### src/rtl/axis_tx_pkt_arbiter.sv
// ---------------------------------------------------------------------------
// axis_tx_pkt_arbiter
//
// Packet-aware two-source AXI-Stream arbiter for the shared PCIe SS TX port.
//   source 0 : MMIO read-completion stream (normally preferred)
//   source 1 : MSI-X interrupt stream (protected from starvation by aging)
//
// Once the first beat of a multi-beat packet is accepted, the grant stays
// with that source until its tlast beat is accepted. While both sources
// wait in IDLE, source 0 wins unless it has already completed MAX_HI_PKTS
// packets in a row while source 1 was waiting. In that case source 1 wins
// the next arbitration.
//
// Optional build macro:
//   AXIS_TX_ARB_OUTREG_EN - the output side comes from a 2-entry skid buffer.
//                           This adds one cycle of latency, and sN_tready
//                           means "the buffer has a free entry". When the
//                           macro is undefined, the arbiter is a
//                           zero-latency combinational pass-through.
//
// Ports:
//   clk, rst               clock, synchronous active-high reset
//   s0_* / s1_*            AXI-S sinks (tvalid/tready/tlast/tdata/tkeep/
//                          tuser_vendor)
//   m_*                    AXI-S source toward the host TX interface
//   stat_clr               one-cycle pulse that clears both packet counters
//   pkt_cnt0, pkt_cnt1     saturating per-source count of forwarded packets
//   busy                   high while a packet lock is held
// ---------------------------------------------------------------------------
module axis_tx_pkt_arbiter #(
    parameter int DATA_WIDTH  = 512,
    parameter int USER_WIDTH  = 10,
    parameter int MAX_HI_PKTS = 4
) (
    input  logic                    clk,
    input  logic                    rst,

    input  logic                    s0_tvalid,
    output logic                    s0_tready,
    input  logic                    s0_tlast,
    input  logic [DATA_WIDTH-1:0]   s0_tdata,
    input  logic [DATA_WIDTH/8-1:0] s0_tkeep,
    input  logic [USER_WIDTH-1:0]   s0_tuser_vendor,

    input  logic                    s1_tvalid,
    output logic                    s1_tready,
    input  logic                    s1_tlast,
    input  logic [DATA_WIDTH-1:0]   s1_tdata,
    input  logic [DATA_WIDTH/8-1:0] s1_tkeep,
    input  logic [USER_WIDTH-1:0]   s1_tuser_vendor,

    output logic                    m_tvalid,
    input  logic                    m_tready,
    output logic                    m_tlast,
    output logic [DATA_WIDTH-1:0]   m_tdata,
    output logic [DATA_WIDTH/8-1:0] m_tkeep,
    output logic [USER_WIDTH-1:0]   m_tuser_vendor,

    input  logic                    stat_clr,
    output logic [15:0]             pkt_cnt0,
    output logic [15:0]             pkt_cnt1,
    output logic                    busy
);

    localparam int         KEEP_WIDTH = DATA_WIDTH / 8;
    localparam logic [7:0] MAX_HI     = 8'(MAX_HI_PKTS);

    typedef enum logic [1:0] {
        IDLE  = 2'd0,
        LOCK0 = 2'd1,
        LOCK1 = 2'd2
    } state_t;

    state_t                  state_r;
    state_t                  state_nxt_s;
    logic [7:0]              hi_cnt_r;
    logic [15:0]             pkt_cnt0_r;
    logic [15:0]             pkt_cnt1_r;

    logic                    sel_en_s;     // a source is connected this cycle
    logic                    sel_src_s;    // 0 = source 0, 1 = source 1
    logic                    age_hit_s;
    logic                    sel_tvalid_s;
    logic                    sel_tlast_s;
    logic [DATA_WIDTH-1:0]   sel_tdata_s;
    logic [KEEP_WIDTH-1:0]   sel_tkeep_s;
    logic [USER_WIDTH-1:0]   sel_tuser_s;
    logic                    in_ready_s;   // ready offered to the selected source
    logic                    in_hs_s;
    logic                    done0_s;
    logic                    done1_s;

    // Source 1 has waited through MAX_HI_PKTS source-0 packets. A setting of 0 turns aging off.
    assign age_hit_s = (MAX_HI != 8'd0) && (hi_cnt_r == MAX_HI);

    // Pick the connected source: arbitrate in IDLE, hold the grant while locked.
    always_comb begin
        sel_en_s  = 1'b0;
        sel_src_s = 1'b0;
        case (state_r)
            IDLE: begin
                if (s0_tvalid && s1_tvalid) begin
                    sel_en_s  = 1'b1;
                    sel_src_s = age_hit_s;
                end else if (s1_tvalid) begin
                    sel_en_s  = 1'b1;
                    sel_src_s = 1'b1;
                end else if (s0_tvalid) begin
                    sel_en_s  = 1'b1;
                    sel_src_s = 1'b0;
                end else begin
                    sel_en_s  = 1'b0;
                    sel_src_s = 1'b0;
                end
            end
            LOCK0: begin
                sel_en_s  = 1'b1;
                sel_src_s = 1'b0;
            end
            LOCK1: begin
                sel_en_s  = 1'b1;
                sel_src_s = 1'b1;
            end
            default: begin
                sel_en_s  = 1'b0;
                sel_src_s = 1'b0;
            end
        endcase
    end

    // Payload mux. Everything is zero when no source is connected.
    always_comb begin
        sel_tvalid_s = 1'b0;
        sel_tlast_s  = 1'b0;
        sel_tdata_s  = '0;
        sel_tkeep_s  = '0;
        sel_tuser_s  = '0;
        if (sel_en_s) begin
            if (sel_src_s) begin
                sel_tvalid_s = s1_tvalid;
                sel_tlast_s  = s1_tlast;
                sel_tdata_s  = s1_tdata;
                sel_tkeep_s  = s1_tkeep;
                sel_tuser_s  = s1_tuser_vendor;
            end else begin
                sel_tvalid_s = s0_tvalid;
                sel_tlast_s  = s0_tlast;
                sel_tdata_s  = s0_tdata;
                sel_tkeep_s  = s0_tkeep;
                sel_tuser_s  = s0_tuser_vendor;
            end
        end else begin
            sel_tvalid_s = 1'b0;
            sel_tlast_s  = 1'b0;
        end
    end

    assign s0_tready = sel_en_s && !sel_src_s && in_ready_s;
    assign s1_tready = sel_en_s &&  sel_src_s && in_ready_s;
    assign in_hs_s   = sel_tvalid_s && in_ready_s;
    assign done0_s   = in_hs_s && sel_tlast_s && !sel_src_s;
    assign done1_s   = in_hs_s && sel_tlast_s &&  sel_src_s;

`ifdef AXIS_TX_ARB_OUTREG_EN
    localparam int ENTRY_WIDTH = 1 + USER_WIDTH + KEEP_WIDTH + DATA_WIDTH;

    logic [ENTRY_WIDTH-1:0]  buf_mem_r [2];
    logic [1:0]              buf_cnt_r;
    logic [1:0]              buf_cnt_nxt_s;
    logic                    buf_wr_ptr_r;
    logic                    buf_rd_ptr_r;
    logic                    buf_ready_r;
    logic                    buf_pop_s;
    logic [ENTRY_WIDTH-1:0]  buf_head_s;

    assign in_ready_s = buf_ready_r && !rst;
    assign buf_pop_s  = (buf_cnt_r != 2'd0) && m_tready;

    // Occupancy after this cycle's push and pop.
    always_comb begin
        buf_cnt_nxt_s = buf_cnt_r;
        if (in_hs_s && !buf_pop_s) begin
            buf_cnt_nxt_s = buf_cnt_r + 2'd1;
        end else if (!in_hs_s && buf_pop_s) begin
            buf_cnt_nxt_s = buf_cnt_r - 2'd1;
        end else begin
            buf_cnt_nxt_s = buf_cnt_r;
        end
    end

    // Skid buffer storage, pointers and the registered free-entry flag.
    always_ff @(posedge clk) begin
        if (rst) begin
            buf_mem_r[0] <= '0;
            buf_mem_r[1] <= '0;
            buf_cnt_r    <= 2'd0;
            buf_wr_ptr_r <= 1'b0;
            buf_rd_ptr_r <= 1'b0;
            buf_ready_r  <= 1'b1;
        end else begin
            if (in_hs_s) begin
                buf_mem_r[buf_wr_ptr_r] <= {sel_tlast_s, sel_tuser_s, sel_tkeep_s, sel_tdata_s};
                buf_wr_ptr_r            <= ~buf_wr_ptr_r;
            end
            if (buf_pop_s) begin
                buf_rd_ptr_r <= ~buf_rd_ptr_r;
            end
            buf_cnt_r   <= buf_cnt_nxt_s;
            buf_ready_r <= (buf_cnt_nxt_s != 2'd2);
        end
    end

    // Present the head entry. Zero is shown while the buffer is empty.
    always_comb begin
        buf_head_s = '0;
        if (buf_cnt_r != 2'd0) begin
            buf_head_s = buf_mem_r[buf_rd_ptr_r];
        end else begin
            buf_head_s = '0;
        end
    end

    assign m_tvalid = (buf_cnt_r != 2'd0) && !rst;
    assign {m_tlast, m_tuser_vendor, m_tkeep, m_tdata} = buf_head_s;
`else
    assign in_ready_s     = m_tready && !rst;
    assign m_tvalid       = sel_tvalid_s && !rst;
    assign m_tlast        = sel_tlast_s;
    assign m_tdata        = sel_tdata_s;
    assign m_tkeep        = sel_tkeep_s;
    assign m_tuser_vendor = sel_tuser_s;
`endif

    // Next lock state: lock on a non-last first beat, release on an accepted tlast.
    always_comb begin
        state_nxt_s = state_r;
        case (state_r)
            IDLE: begin
                if (in_hs_s && !sel_tlast_s) begin
                    state_nxt_s = sel_src_s ? LOCK1 : LOCK0;
                end else begin
                    state_nxt_s = IDLE;
                end
            end
            LOCK0, LOCK1: begin
                if (in_hs_s && sel_tlast_s) begin
                    state_nxt_s = IDLE;
                end else begin
                    state_nxt_s = state_r;
                end
            end
            default: begin
                state_nxt_s = IDLE;
            end
        endcase
    end

    // Lock state register.
    always_ff @(posedge clk) begin
        if (rst) begin
            state_r <= IDLE;
        end else begin
            state_r <= state_nxt_s;
        end
    end

    // Aging counter: counts source-0 packets that completed while source 1 waited.
    always_ff @(posedge clk) begin
        if (rst) begin
            hi_cnt_r <= 8'd0;
        end else if (done1_s) begin
            hi_cnt_r <= 8'd0;
        end else if (done0_s && s1_tvalid && (hi_cnt_r < MAX_HI)) begin
            hi_cnt_r <= hi_cnt_r + 8'd1;
        end else begin
            hi_cnt_r <= hi_cnt_r;
        end
    end

    // Saturating per-source packet counters. A clear wins over a same-cycle increment.
    always_ff @(posedge clk) begin
        if (rst || stat_clr) begin
            pkt_cnt0_r <= 16'd0;
            pkt_cnt1_r <= 16'd0;
        end else begin
            if (done0_s && (pkt_cnt0_r != 16'hFFFF)) begin
                pkt_cnt0_r <= pkt_cnt0_r + 16'd1;
            end
            if (done1_s && (pkt_cnt1_r != 16'hFFFF)) begin
                pkt_cnt1_r <= pkt_cnt1_r + 16'd1;
            end
        end
    end

    assign pkt_cnt0 = pkt_cnt0_r;
    assign pkt_cnt1 = pkt_cnt1_r;
    assign busy     = (state_r != IDLE);

endmodule

### config.mk
export PLATFORM = sky130hd
export DESIGN_NAME = axis_tx_pkt_arbiter
export DESIGN_NICKNAME = d
export VERILOG_FILES = /design/src/rtl/axis_tx_pkt_arbiter.sv
export SDC_FILE = /design/constraint.sdc
export NUM_CORES = 1
export LEC_CHECK = 0
export CAP_MARGIN = 5
export CORE_AREA = 10 10 698 700
export DETAILED_ROUTE_END_ITERATION = 16
export DIE_AREA = 0 0 708 710
export GPL_ROUTABILITY_DRIVEN = 1
export GPL_TIMING_DRIVEN = 0
export PLACE_DENSITY_LB_ADDON = 0.05
export SYNTH_ARGS = -nofsm -noshare
export SYNTH_HDL_FRONTEND = slang
export SYNTH_SLANG_ARGS = --single-unit
### constraint.sdc
create_clock -name clk -period 3.6 [get_ports clk]
set_clock_uncertainty 0.05 [all_clocks]
set_input_delay 0.72 -clock clk [delete_from_list [all_inputs] [get_ports clk]]
set_output_delay 0.72 -clock clk [all_outputs]
set_load 0.01 [all_outputs]
# --- Word-level counts from Yosys, hierarchy flattened ---
# Cells that the tools add are included.
op_classes:
  n_addsub: 3
  multipliers: 0
  n_div: 0
  order_cmp: 1
  eq_ne: 6
  shifts: 0
  n_mux: 21
  bitwise_logic: 0
  reduce_logical: 24
ops:
  columns: ["cell", "n"]
  rows:
  - ["512-bit two-way mux", 2]
  - ["64-bit two-way mux", 2]
  - ["16-bit by 1-bit adder with 16-bit output (second input constant)", 2]
  - ["16-bit inequality test (second input constant)", 2]
  - ["10-bit two-way mux", 2]
  - ["1-bit logical AND", 16]
  - ["1-bit two-way mux", 9]
  - ["8-bit by 1-bit adder with 8-bit output (second input constant)", 1]
  - ["8-bit by 3-bit == test with 1-bit output (second input constant)", 1]
  - ["8-bit by 3-bit < comparator with 1-bit output (second input constant)", 1]
  - ["2-bit two-way mux", 3]
  - ["1-bit one-hot mux with 2 select lines", 2]
  - ["2-bit one-hot mux with 2 select lines", 1]
  - ["2-bit OR reduction", 2]
  - ["1-bit logical NOT", 3]
  - ["2-bit by 1-bit == test with 1-bit output (second input constant)", 1]
  - ["2-bit == test (second input constant)", 1]
  - ["2-bit logical NOT", 1]
  - ["2-bit by 1-bit inequality test with 1-bit output (second input constant)", 1]
  - ["2-bit nonzero test", 1]
  - ["1-bit logical OR", 1]
word_totals:
  reg_bits: 42
  latchBits: 0
  ram_bits: 0
  romBits: 0
  in_bits: 1180
  word_cells: 59
  mem_count: 0

# --- Depth between registers and ports, before layout ---
# Gate-level depths: netlist (run 1).
logic_depth:
  depth_word: 10
  depth_mapped: 10
  mapped_depth_nobuf: 7

# --- Least setup slack after synthesis (run 1) ---
# Ideal clock, no wire load.
synth_path:
  kind: "input-to-output"
  from: "input port s1_tvalid"
  to: "output port m_tdata[100]"
  arrival_ns: 2.233
  required_time_ns: 2.830
  path_slack_ns: 0.597
  stages: 7
  n_path_buf: 4
  cell_sequence: "buf_2 > o21a_1 > o21ai_1 > clkbuf_1 > clkbuf_1 > clkbuf_1 > a21oi_1"
synth_between:
  elab_chain_cells: 5
  word_cells_on_any_way: 9
  cone_classes: "mux (8); reduce/logical (1)"
synth_rtl:
  columns: ["item", "line", "text"]
  rows:
  - ["from (decl)", "45", "input logic s1_tvalid,"]
  - ["1-bit two-way mux or 1-bit logical AND (tied branches)", "105, 102", null]
  - ["1-bit two-way mux", "102", "if (s0_tvalid && s1_tvalid) begin"]
  - ["1-bit one-hot mux with 2 select lines", "100", "case (state_r)"]
  - ["512-bit two-way mux", "139", "if (sel_src_s) begin"]
  - ["512-bit two-way mux (*)", "138", "if (sel_en_s) begin"]
  - ["to (decl)", "55", "output logic [DATA_WIDTH-1:0] m_tdata,"]
# Mark *: on every way between the ends. The rest lies on a longest branch, timed or not.

# --- Worst setup path after layout (run 1) ---
layout_path:
  from: "register hi_cnt_r[0]"
  to: "output port m_tkeep[13]"
layout_between:
  elab_chain_cells: 5
layout_rtl:
  columns: ["item", "line", "text"]
  rows:
  - ["from (decl)", "76", "logic [7:0] hi_cnt_r;"]
  - ["from (signal assigned)", "274", "hi_cnt_r <= hi_cnt_r + 8'd1;"]
  - ["from (signal assigned)", "276", "hi_cnt_r <= hi_cnt_r;"]
  - ["8-bit by 3-bit == test with 1-bit output", "94", "assign age_hit_s = (MAX_HI != 8'd0) && (hi_cnt_r == MAX_HI);"]
  - ["1-bit two-way mux", "102", null]
  - ["1-bit one-hot mux with 2 select lines", "100", null]
  - ["64-bit two-way mux", "139", null]
  - ["64-bit two-way mux", "138", null]
  - ["to (decl)", "56", "output logic [DATA_WIDTH/8-1:0] m_tkeep,"]
# Every way passes these cells.

==> results of run 1 <==
worst max-delay path, cell delays in order, from the launching register on:
cell                        delay (ps)
sky130_fd_sc_hd__dfxtp_2           340
sky130_fd_sc_hd__inv_2              50
sky130_fd_sc_hd__ha_4              160
sky130_fd_sc_hd__nand4bb_4         100
sky130_fd_sc_hd__o21ai_4            80
sky130_fd_sc_hd__a31oi_4           290
sky130_fd_sc_hd__buf_12            170
sky130_fd_sc_hd__clkbuf_16         190
sky130_fd_sc_hd__buf_16            170
sky130_fd_sc_hd__buf_12            150
sky130_fd_sc_hd__clkbuf_16         150
sky130_fd_sc_hd__nand2_2           110
sky130_fd_sc_hd__a21oi_4           360
sky130_fd_sc_hd__buf_6             170
metal layers:
metal,track usage (%),part of all wire (%),vias up
met3,6.10,8.9,643
met2,29.4,54,1573
met1,15.2,35,12238
li1,-,-,11289
met4,0.547,1.4,158
met5,0,0.26,-
flip-flops by register name, indices dropped and copies added (netlist names):
name / count
hi_cnt_r: 8
pkt_cnt1: 16
pkt_cnt0: 16
state_r: 2
cells in the mapped netlist (3+ instances only):
| library cell | number | area, µm² |
|---|---|---|
| sky130_fd_sc_hd__and2_1 | 7 | 43.8 |
| sky130_fd_sc_hd__nor4_1 | 5 | 31.3 |
| sky130_fd_sc_hd__clkbuf_1 | 152 | 571 |
| sky130_fd_sc_hd__o31ai_1 | 7 | 52.6 |
| sky130_fd_sc_hd__nand4_1 | 7 | 43.8 |
| sky130_fd_sc_hd__inv_1 | 12 | 45.0 |
| sky130_fd_sc_hd__and4_1 | 4 | 35.0 |
| sky130_fd_sc_hd__nand3_1 | 12 | 60.1 |
| sky130_fd_sc_hd__dfxtp_1 | 42 | 841 |
| sky130_fd_sc_hd__nor2_1 | 19 | 71.3 |
| sky130_fd_sc_hd__nand2_1 | 1190 | 4470 |
| sky130_fd_sc_hd__nor2b_1 | 3 | 18.8 |
| sky130_fd_sc_hd__buf_2 | 48 | 240 |
| sky130_fd_sc_hd__ha_1 | 7 | 87.6 |
| sky130_fd_sc_hd__nor3_1 | 5 | 25.0 |
| sky130_fd_sc_hd__a31o_2 | 4 | 35.0 |
| sky130_fd_sc_hd__or3_1 | 19 | 119 |
| sky130_fd_sc_hd__mux2i_1 | 3 | 30.0 |
| sky130_fd_sc_hd__a21oi_1 | 613 | 3070 |
| sky130_fd_sc_hd__or4_1 | 9 | 67.6 |
| sky130_fd_sc_hd__o21ai_0 | 20 | 100 |
cell type report:
class	instances	share of cell area (%)
Clock buffer	6	0.313
Timing Repair Buffer	1932	43.1
Clock inverter	2	0.0282
Multi-Input combinational cell	1969	30.4
Inverter	12	0.102
Tap cell	6247	17.6
Buffer	196	6.21
Antenna cell	54	0.305
Sequential cell	42	1.91
worst max path at each step:
stage / from / endpoint / depth (start not counted)
floorplan: s1_tvalid / m_tdata[100] / 7
global placement: s0_tvalid / m_tdata[410] / 9
detailed placement: s0_tvalid / m_tkeep[1] / 8
CTS: hi_cnt_r[0] / m_tdata[417] / 13
global route: hi_cnt_r[0] / m_tkeep[13] / 13
finish: hi_cnt_r[0] / m_tkeep[13] / 13
power by group through the flow:
stage               sequential (mW)  combinational, mW  clock (mW)
floorplan                     0.478               1.96           0
global placement              0.478               8.57           0
detailed placement            0.478               8.53           0
CTS                           0.467               9.77       0.562
global route                  0.468               10.4       0.574
finish                        0.467               9.80       0.528
kinds of logic (layout without fill, tap and decap cells):
logic type	Yosys count	after routing	share of synthesized area, %
AO/OA/AOI/OAI	666	666	33.3
XOR/XNOR	3	3	0.254
adder cells (fa/ha/maj)	7	7	0.846
buffers and inverters	213	2148	8.31
flip-flops	42	42	8.13
multiplexers	3	3	0.290
other	0	54	0
AND/OR/NAND/NOR	1290	1290	48.9
what timing repair did:
action | in CTS | in global routing
buffers inserted | 52 | 45
cloned | 18 | 17
pin swaps | 145 | 235
endpoints found under the setup margin | 590 | 477
gates resized for setup | 3278 | 889
==> summary.md, run 1 <==
| Metric | Value |
|---|---|
| EDFF count, synth | `0` |
| Number of failing hold endpoints at the final stage | `0` |
| Post-placement cell area | `between 30000 and 40000 µm²` |
| Row cnt | `between 200 and 300` |
| Boundary Pins | `1803` |
| Reg2reg setup slack | `approximately 900 ps` |
| Mapped cell area | `10300 µm²` |
| Vertical die dimension | `710 µm` |
| Most used cells in the layout excluding fill and tap cells | `1213 x sky130_fd_sc_hd__clkdlybuf4s50_1, 837 x sky130_fd_sc_hd__nand2_1, 312 x sky130_fd_sc_hd__a21oi_1, 197 x sky130_fd_sc_hd__a21oi_4, 175 x sky130_fd_sc_hd__nand2_2` |
| Fin crit share | `103%` |
| Number of antenna violations at the first check in global routing | `around 400` |
| Routability Congestion | `0.869` |
| Area used by multi-input combinational logic | `~13000 µm²` |
| Most instantiated flip-flop cell in the synthesis netlist | `sky130_fd_sc_hd__dfxtp_1` |
| Worst Path Class, Setup | `flop to primary output` |
| Internal power | `4.79 mW` |
| Startpoint of the most critical hold path | `hi_cnt_r[3]` |
| Clock share of power | `around 4.9%` |
| CTS tree | `done` |
| Total Wirelength | `a little under 400 mm` |
| Placeable core region | `~470000 µm²` |
| Data arrival time at the worst-slack endpoint | `2940 ps` |
| Switching part of the total | `between 50% and 60%` |
| CTS Sinks | `42` |
| Post-Route Hold Slack | `about 410 ps` |
| Number of buffers inserted for hold repair after clock tree synthesis | `0` |
| Maximum buffer depth of the clock tree | `2` |
| Total CTS buffers | `5` |
| Endpoint of the worst hold-timing path | `hi_cnt_r[3]` |
| Net Sw Power | `~6.0 mW` |
| Overall power consumption | `10.8 mW` |
| Capturing point of the worst reg2reg path | `state_r[1]` |
| Leak Pwr | `roughly 16 nW` |
| Die footprint | `503000 µm²` |
| Transition time of the tightest slew-check pin | `roughly 910 ps` |
| Post-layout util | `under 10%` |
| Fraction of synthesis flops using an asynchronous set or reset pin | `0%` |
| Failing checks | `negative setup slack` |
| RSZ-0062 raised after global routing | `true` |
| Largest net degree at the start of global routing | `14` |
| Distinct cell type count of the synthesized netlist | `46` |
| Setup-failing EPs final | `between 60 and 70` |
| X dimension of the die | `roughly 700 µm` |
| Net count after synthesis | `~3400` |
| Yosys warnings | `0` |
| Post-detailed-route via-to-cell ratio | `2.48` |
| Antenna-violating nets left | `0` |
| Sequential Area | `846 µm²` |
| Post-route cell area | `~44000 µm²` |
| Critical path endpoint category | `primary output` |
| Placed Cells | `a little over 10000` |
| Launch point of the worst reg-to-reg path | `state_r[0]` |
| Share of total power in combinational logic | `around nine tenths` |
| DR pass1 iterations | `5` |
| Pwr Density | `about 240 nW/µm²` |
| Wire length of the first global-routing pass | `454 mm` |
| Total routing resource utilization after global routing | `roughly 15%` |
| Number of instances in the synthesized netlist | `between 2000 and 2500` |
| Max Clk Rate | `approximately 0.27 GHz` |
| Total of fill cells in the finished design | `around 55000` |
| Overall via count from detail_route | `roughly 26000` |
| Ratio of cells with drive above 1 in the final layout | `36.0%` |
| Number of stages on the worst hold path | `1` |
| Post-route DRC violation count | `0` |
| Result of the run | `finished with violations` |
| Setup TNS after final layout | `-2130 ps` |
| Max Cap Viol | `0` |
| Initial core utilization | `around 2.2%` |
| Number of nets at the end of the flow | `between 5000 and 6000` |
| Half-perimeter wire length of the detailed placement result | `about 370 mm` |
| Worst hold path class | `flop to flop` |
| Portion of the post-synthesis area used by sequential elements | `8.13%` |
| Slew Limit Headroom | `39.0%` |
| Worst slack, placed | `-3290 ps` |
| Clock transition at path regs | `70 ps` |
| Buffers on Ports | `about 1800` |
| Minimum setup slack in the final design | `-110 ps` |
| Crit path required time | `2830 ps` |
| Max-slew violations | `0` |
| Skew-Pair Late Insertion Delay | `roughly 320 ps` |
| Reg power frac | `roughly 4.3%` |
| Most common cell after layout, fill and taps aside | `sky130_fd_sc_hd__clkdlybuf4s50_1` |
| Sum of overflow across all layers after global routing | `0` |
| Detailed Route Iter0 Violations | `1363` |
| Wire per inst | `37.9 µm` |
| Post-layout min period | `roughly 3700 ps` |
| Number of H-tree levels | `2` |
| Cell count of the worst reg-to-reg path | `9` |
| Number of synthesized register bits | `42` |
| Crit path launch type | `flop` |
| Worst-path maximum fanout | `7` |
| Post-synthesis to final-layout area growth | `328%` |
| Average cell area after synthesis | `between 4 and 5 µm²` |
| Post-route non-filler standard cell count | `10460` |
| Via count of the first global-routing pass | `between 20000 and 30000` |
| Cell at the root of the clock tree | `sky130_fd_sc_hd__clkbuf_16` |
| Peak supply drop | `roughly 0.00016 V` |
Power figures use the tool's default switching activity.
==> inputs of run 2 (changes only) <==
Settings changed: CAP_MARGIN 5 to 20, CELL_PAD_IN_SITES_DETAIL_PLACEMENT from default to 1, CELL_PAD_IN_SITES_GLOBAL_PLACEMENT from default to 1, CORE_AREA 10 10 698 700 to 5 5 708 710, DIE_AREA 0 0 708 710 to 0 0 713 715.
==> run 2 against run 1 <==
  * The flow still finishes with violations (negative setup slack)
  * Combinational power grew 7%
  * Sequential share of layout area shrank 0.11 points
  * Global-route usage shrank 0.21 points
  * Critical path depth grew 1
  * Wire length shrank 0.94%
  * Largest power group unchanged
  * First-iteration DRC count shrank 16%
  * Power grew 7.4%
  * Non-clock buffer count grew 85
  * Final cell count grew 3.5%
  * Count of clock-buffer cells in the layout is the same
  * Setup slack lost 44 ps
  * Flip-flop and latch count is the same
  * Critical path type unchanged
==> summary.md, run 2 (synthesis results as in run 1) <==
| Metric | Value |
|---|---|
| Result of the run | `finished with violations (unchanged)` |
| Failing checks | `negative setup slack (unchanged)` |
| Row cnt | `259 (was 253)` |
| Reg2reg setup slack | `740 ps (was 900 ps)` |
| Largest net degree at the start of global routing | `14 (unchanged)` |
| Setup TNS after final layout | `-5550 ps (was -2130 ps)` |
| Slowest stage cell, crit path | `sky130_fd_sc_hd__or3_4 (was sky130_fd_sc_hd__a21oi_4)` |
| Number of nets at the end of the flow | `5430 (was 5345)` |
| Number of H-tree levels | `2 (unchanged)` |
| Net Sw Power | `6.34 mW (was 6.01 mW)` |
| Internal power | `5.26 mW (was 4.79 mW)` |
| Cell count of the worst reg-to-reg path | `11 (was 9)` |
| Capturing point of the worst reg2reg path | `state_r[1] (unchanged)` |
| Number of failing hold endpoints at the final stage | `0 (unchanged)` |
| RSZ-0062 raised after global routing | `true (unchanged)` |
| Pwr Density | `246 nW/µm² (was 244 nW/µm²)` |
| Ratio of cells with drive above 1 in the final layout | `40.9% (was 36.0%)` |
| Largest incremental delay on the critical path | `400 ps (was 360 ps)` |
| Total Wirelength | `393 mm (was 397 mm)` |
| Wire length of the first global-routing pass | `453 mm (was 454 mm)` |
| Wire per inst | `36.3 µm (was 37.9 µm)` |
| Post-placement cell area | `37000 µm² (was 36300 µm²)` |
| Placeable core region | `495000 µm² (was 473000 µm²)` |
| Vertical die dimension | `715 µm (was 710 µm)` |
| Sum of overflow across all layers after global routing | `0 (unchanged)` |
| Boundary Pins | `1803 (unchanged)` |
| Via count of the first global-routing pass | `27047 (was 26122)` |
| Buffers on Ports | `1801 (unchanged)` |
| Setup-failing EPs final | `118 (was 64)` |
| Total routing resource utilization after global routing | `14.6% (was 14.8%)` |
| Fin crit share | `104% (was 103%)` |
| Post-layout util | `9.54% (was 9.37%)` |
| Crit path launch type | `flop (unchanged)` |
| Initial core utilization | `2.09% (was 2.19%)` |
| Routability Congestion | `0.862 (was 0.869)` |
| Critical path endpoint category | `primary output (unchanged)` |
| Max Clk Rate | `0.266 GHz (was 0.270 GHz)` |
| Crit path required time | `2830 ps (about the same)` |
| Detailed Route Iter0 Violations | `1139 (was 1363)` |
| Library cell appearing most often on the critical path | `sky130_fd_sc_hd__buf_12` |
| Share of total power in combinational logic | `90.2% (was 90.8%)` |
| Startpoint of the most critical hold path | `hi_cnt_r[5] (was hi_cnt_r[3])` |
| DR pass1 iterations | `5 (unchanged)` |
| Worst hold path class | `flop to flop (unchanged)` |
| Half-perimeter wire length of the detailed placement result | `362 mm (was 368 mm)` |
| Switching part of the total | `54.7% (was 55.7%)` |
| Post-detailed-route via-to-cell ratio | `2.41 (was 2.48)` |
| Critical path cell sequence | `or3_4 -> o21ai_4 -> a31o_4 -> buf_12 -> buf_16 -> buf_6 -> buf_12 -> buf_12 -> buf_12 -> buf_12 -> buf_12 -> nand2_8 -> a21oi_4 -> buf_6 (was inv_2 -> ha_4 -> nand4bb_4 -> o21ai_4 -> a31oi_4 -> buf_12 -> clkbuf_16 -> buf_16 -> buf_12 -> clkbuf_16 -> nand2_2 -> a21oi_4 -> buf_6)` |
| Reg power frac | `4.0% (was 4.3%)` |
| Data arrival time at the worst-slack endpoint | `2980 ps (was 2940 ps)` |
| Worst Path Class, Setup | `flop to primary output (unchanged)` |
| Most used cells in the layout excluding fill and tap cells | `1217 x sky130_fd_sc_hd__clkdlybuf4s50_1, 805 x sky130_fd_sc_hd__nand2_1, 264 x sky130_fd_sc_hd__buf_6, 244 x sky130_fd_sc_hd__a21oi_4, 214 x sky130_fd_sc_hd__a21oi_1 (was 1213 x sky130_fd_sc_hd__clkdlybuf4s50_1, 837 x sky130_fd_sc_hd__nand2_1, 312 x sky130_fd_sc_hd__a21oi_1, 197 x sky130_fd_sc_hd__a21oi_4, 175 x sky130_fd_sc_hd__nand2_2)` |
| X dimension of the die | `713 µm (was 708 µm)` |
| Slew Limit Headroom | `37.0% (was 39.0%)` |
| Peak supply drop | `0.000157 V (was 0.000161 V)` |
| CTS tree | `done (unchanged)` |
| Minimum setup slack in the final design | `-153 ps (was -110 ps)` |
| Clock share of power | `5.7% (was 4.9%)` |
| Die footprint | `510000 µm² (was 503000 µm²)` |
| Cell at the root of the clock tree | `sky130_fd_sc_hd__clkbuf_16 (unchanged)` |
| Overall power consumption | `11.6 mW (was 10.8 mW)` |
| Post-route cell area | `47200 µm² (was 44300 µm²)` |
| Leak Pwr | `17.4 nW (was 15.9 nW)` |
| Launch point of the worst reg-to-reg path | `state_r[0] (unchanged)` |
| Overall via count from detail_route | `26117 (was 25901)` |
| Worst-path maximum fanout | `8 (was 7)` |
| Transition time of the tightest slew-check pin | `938 ps (was 907 ps)` |
| Skew-Pair Late Insertion Delay | `320 ps (about the same)` |
| Clock transition at path regs | `70 ps (about the same)` |
| Number of antenna violations at the first check in global routing | `392 (was 396)` |
| Antenna-violating nets left | `0 (unchanged)` |
| Total CTS buffers | `5 (unchanged)` |
| Post-route DRC violation count | `0 (unchanged)` |
| Maximum buffer depth of the clock tree | `2 (unchanged)` |
| Endpoint of the worst hold-timing path | `hi_cnt_r[5] (was hi_cnt_r[3])` |
| Post-synthesis to final-layout area growth | `356% (was 328%)` |
| Post-layout min period | `3750 ps (was 3710 ps)` |
| Max-slew violations | `0 (unchanged)` |
| CTS Sinks | `42 (unchanged)` |
| Post-Route Hold Slack | `409 ps (about the same)` |
| Max Cap Viol | `0 (unchanged)` |
| Most common cell after layout, fill and taps aside | `sky130_fd_sc_hd__clkdlybuf4s50_1 (unchanged)` |
| Number of stages on the worst hold path | `1 (unchanged)` |
run 2: cell count changes in the layout (fill, tap and decap cells not counted), sizes merged, moves of 24 or more:
cell	before	now
dlymetal6s2s	21	50
dlygate4sd2	65	13
buf	524	711
clkdlybuf4s15	55	31
clkbuf	252	197
run 2: worst max path at each step:
stage | startpoint | to | slack (ps)
3_5_place_dp | s0_tvalid | m_tdata[94] | -3660
5_1_grt | hi_cnt_r[5] | m_tdata[375] | -260
6_report | hi_cnt_r[5] | m_tdata[308] | -150
3_3_place_gp | s0_tvalid | m_tdata[179] | -6290
2_1_floorplan | s1_tvalid | m_tdata[100] | 600
4_1_cts | hi_cnt_r[3] | m_tkeep[38] | -390
run 2: layer usage:
| metal | global-route usage, % | up-vias | part of all wire [%] |
|---|---|---|---|
| met5 | 0 | - | 0.28 |
| met1 | 15.0 | 12373 | 35 |
| li1 | - | 11444 | - |
| met4 | 0.413 | 170 | 1.3 |
| met3 | 5.25 | 653 | 8.0 |
| met2 | 29.4 | 1477 | 55 |
run 2: repair_timing:
item	CTS	global route
hold buffers	0	0
pin swaps	168	304
endpoints found under the hold margin	0	0
resized for setup	3425	1361
cloned	14	15
buffers inserted	96	91
endpoints found under the setup margin	592	511
run 2: power by group through the flow:
stage / Sequential (mW) / Clock, mW / Combinational (mW)
global placement: 0.478 / 0 / 8.80
floorplan: 0.478 / 0 / 1.96
global route: 0.468 / 0.713 / 11.2
finish: 0.468 / 0.664 / 10.5
CTS: 0.468 / 0.706 / 10.1
detailed placement: 0.478 / 0 / 8.84
run 2: area by class of cell:
class                   count  area, µm²
diodes                     53        133
plain buffers             180       2220
clock buffers               6        139
clock inverters             2       60.1
fillers                 58352     448000
inverters                  12       45.0
multi-input cells        1969      15000
flip-flops and latches     42        847
well taps                6525       8160
repair buffers           2033      20700
run 2: through the flow:
stage	cells	worst slack, ps
6_report	10822	-153
5_1_grt	10777	-259
4_1_cts	10694	-390
3_5_place_dp	10579	-3660
3_3_place_gp	10550	-6290
2_1_floorplan	2224	597
run 2: worst max-delay path: cells and delay by family, from the launching register on:
| kind | cells | cell delay, ps |
|---|---|---|
| AO/OA/AOI/OAI | 3 | 530 |
| buffers and inverters | 9 | 1220 |
| flip-flops | 1 | 320 |
| AND/OR/NAND/NOR | 2 | 460 |
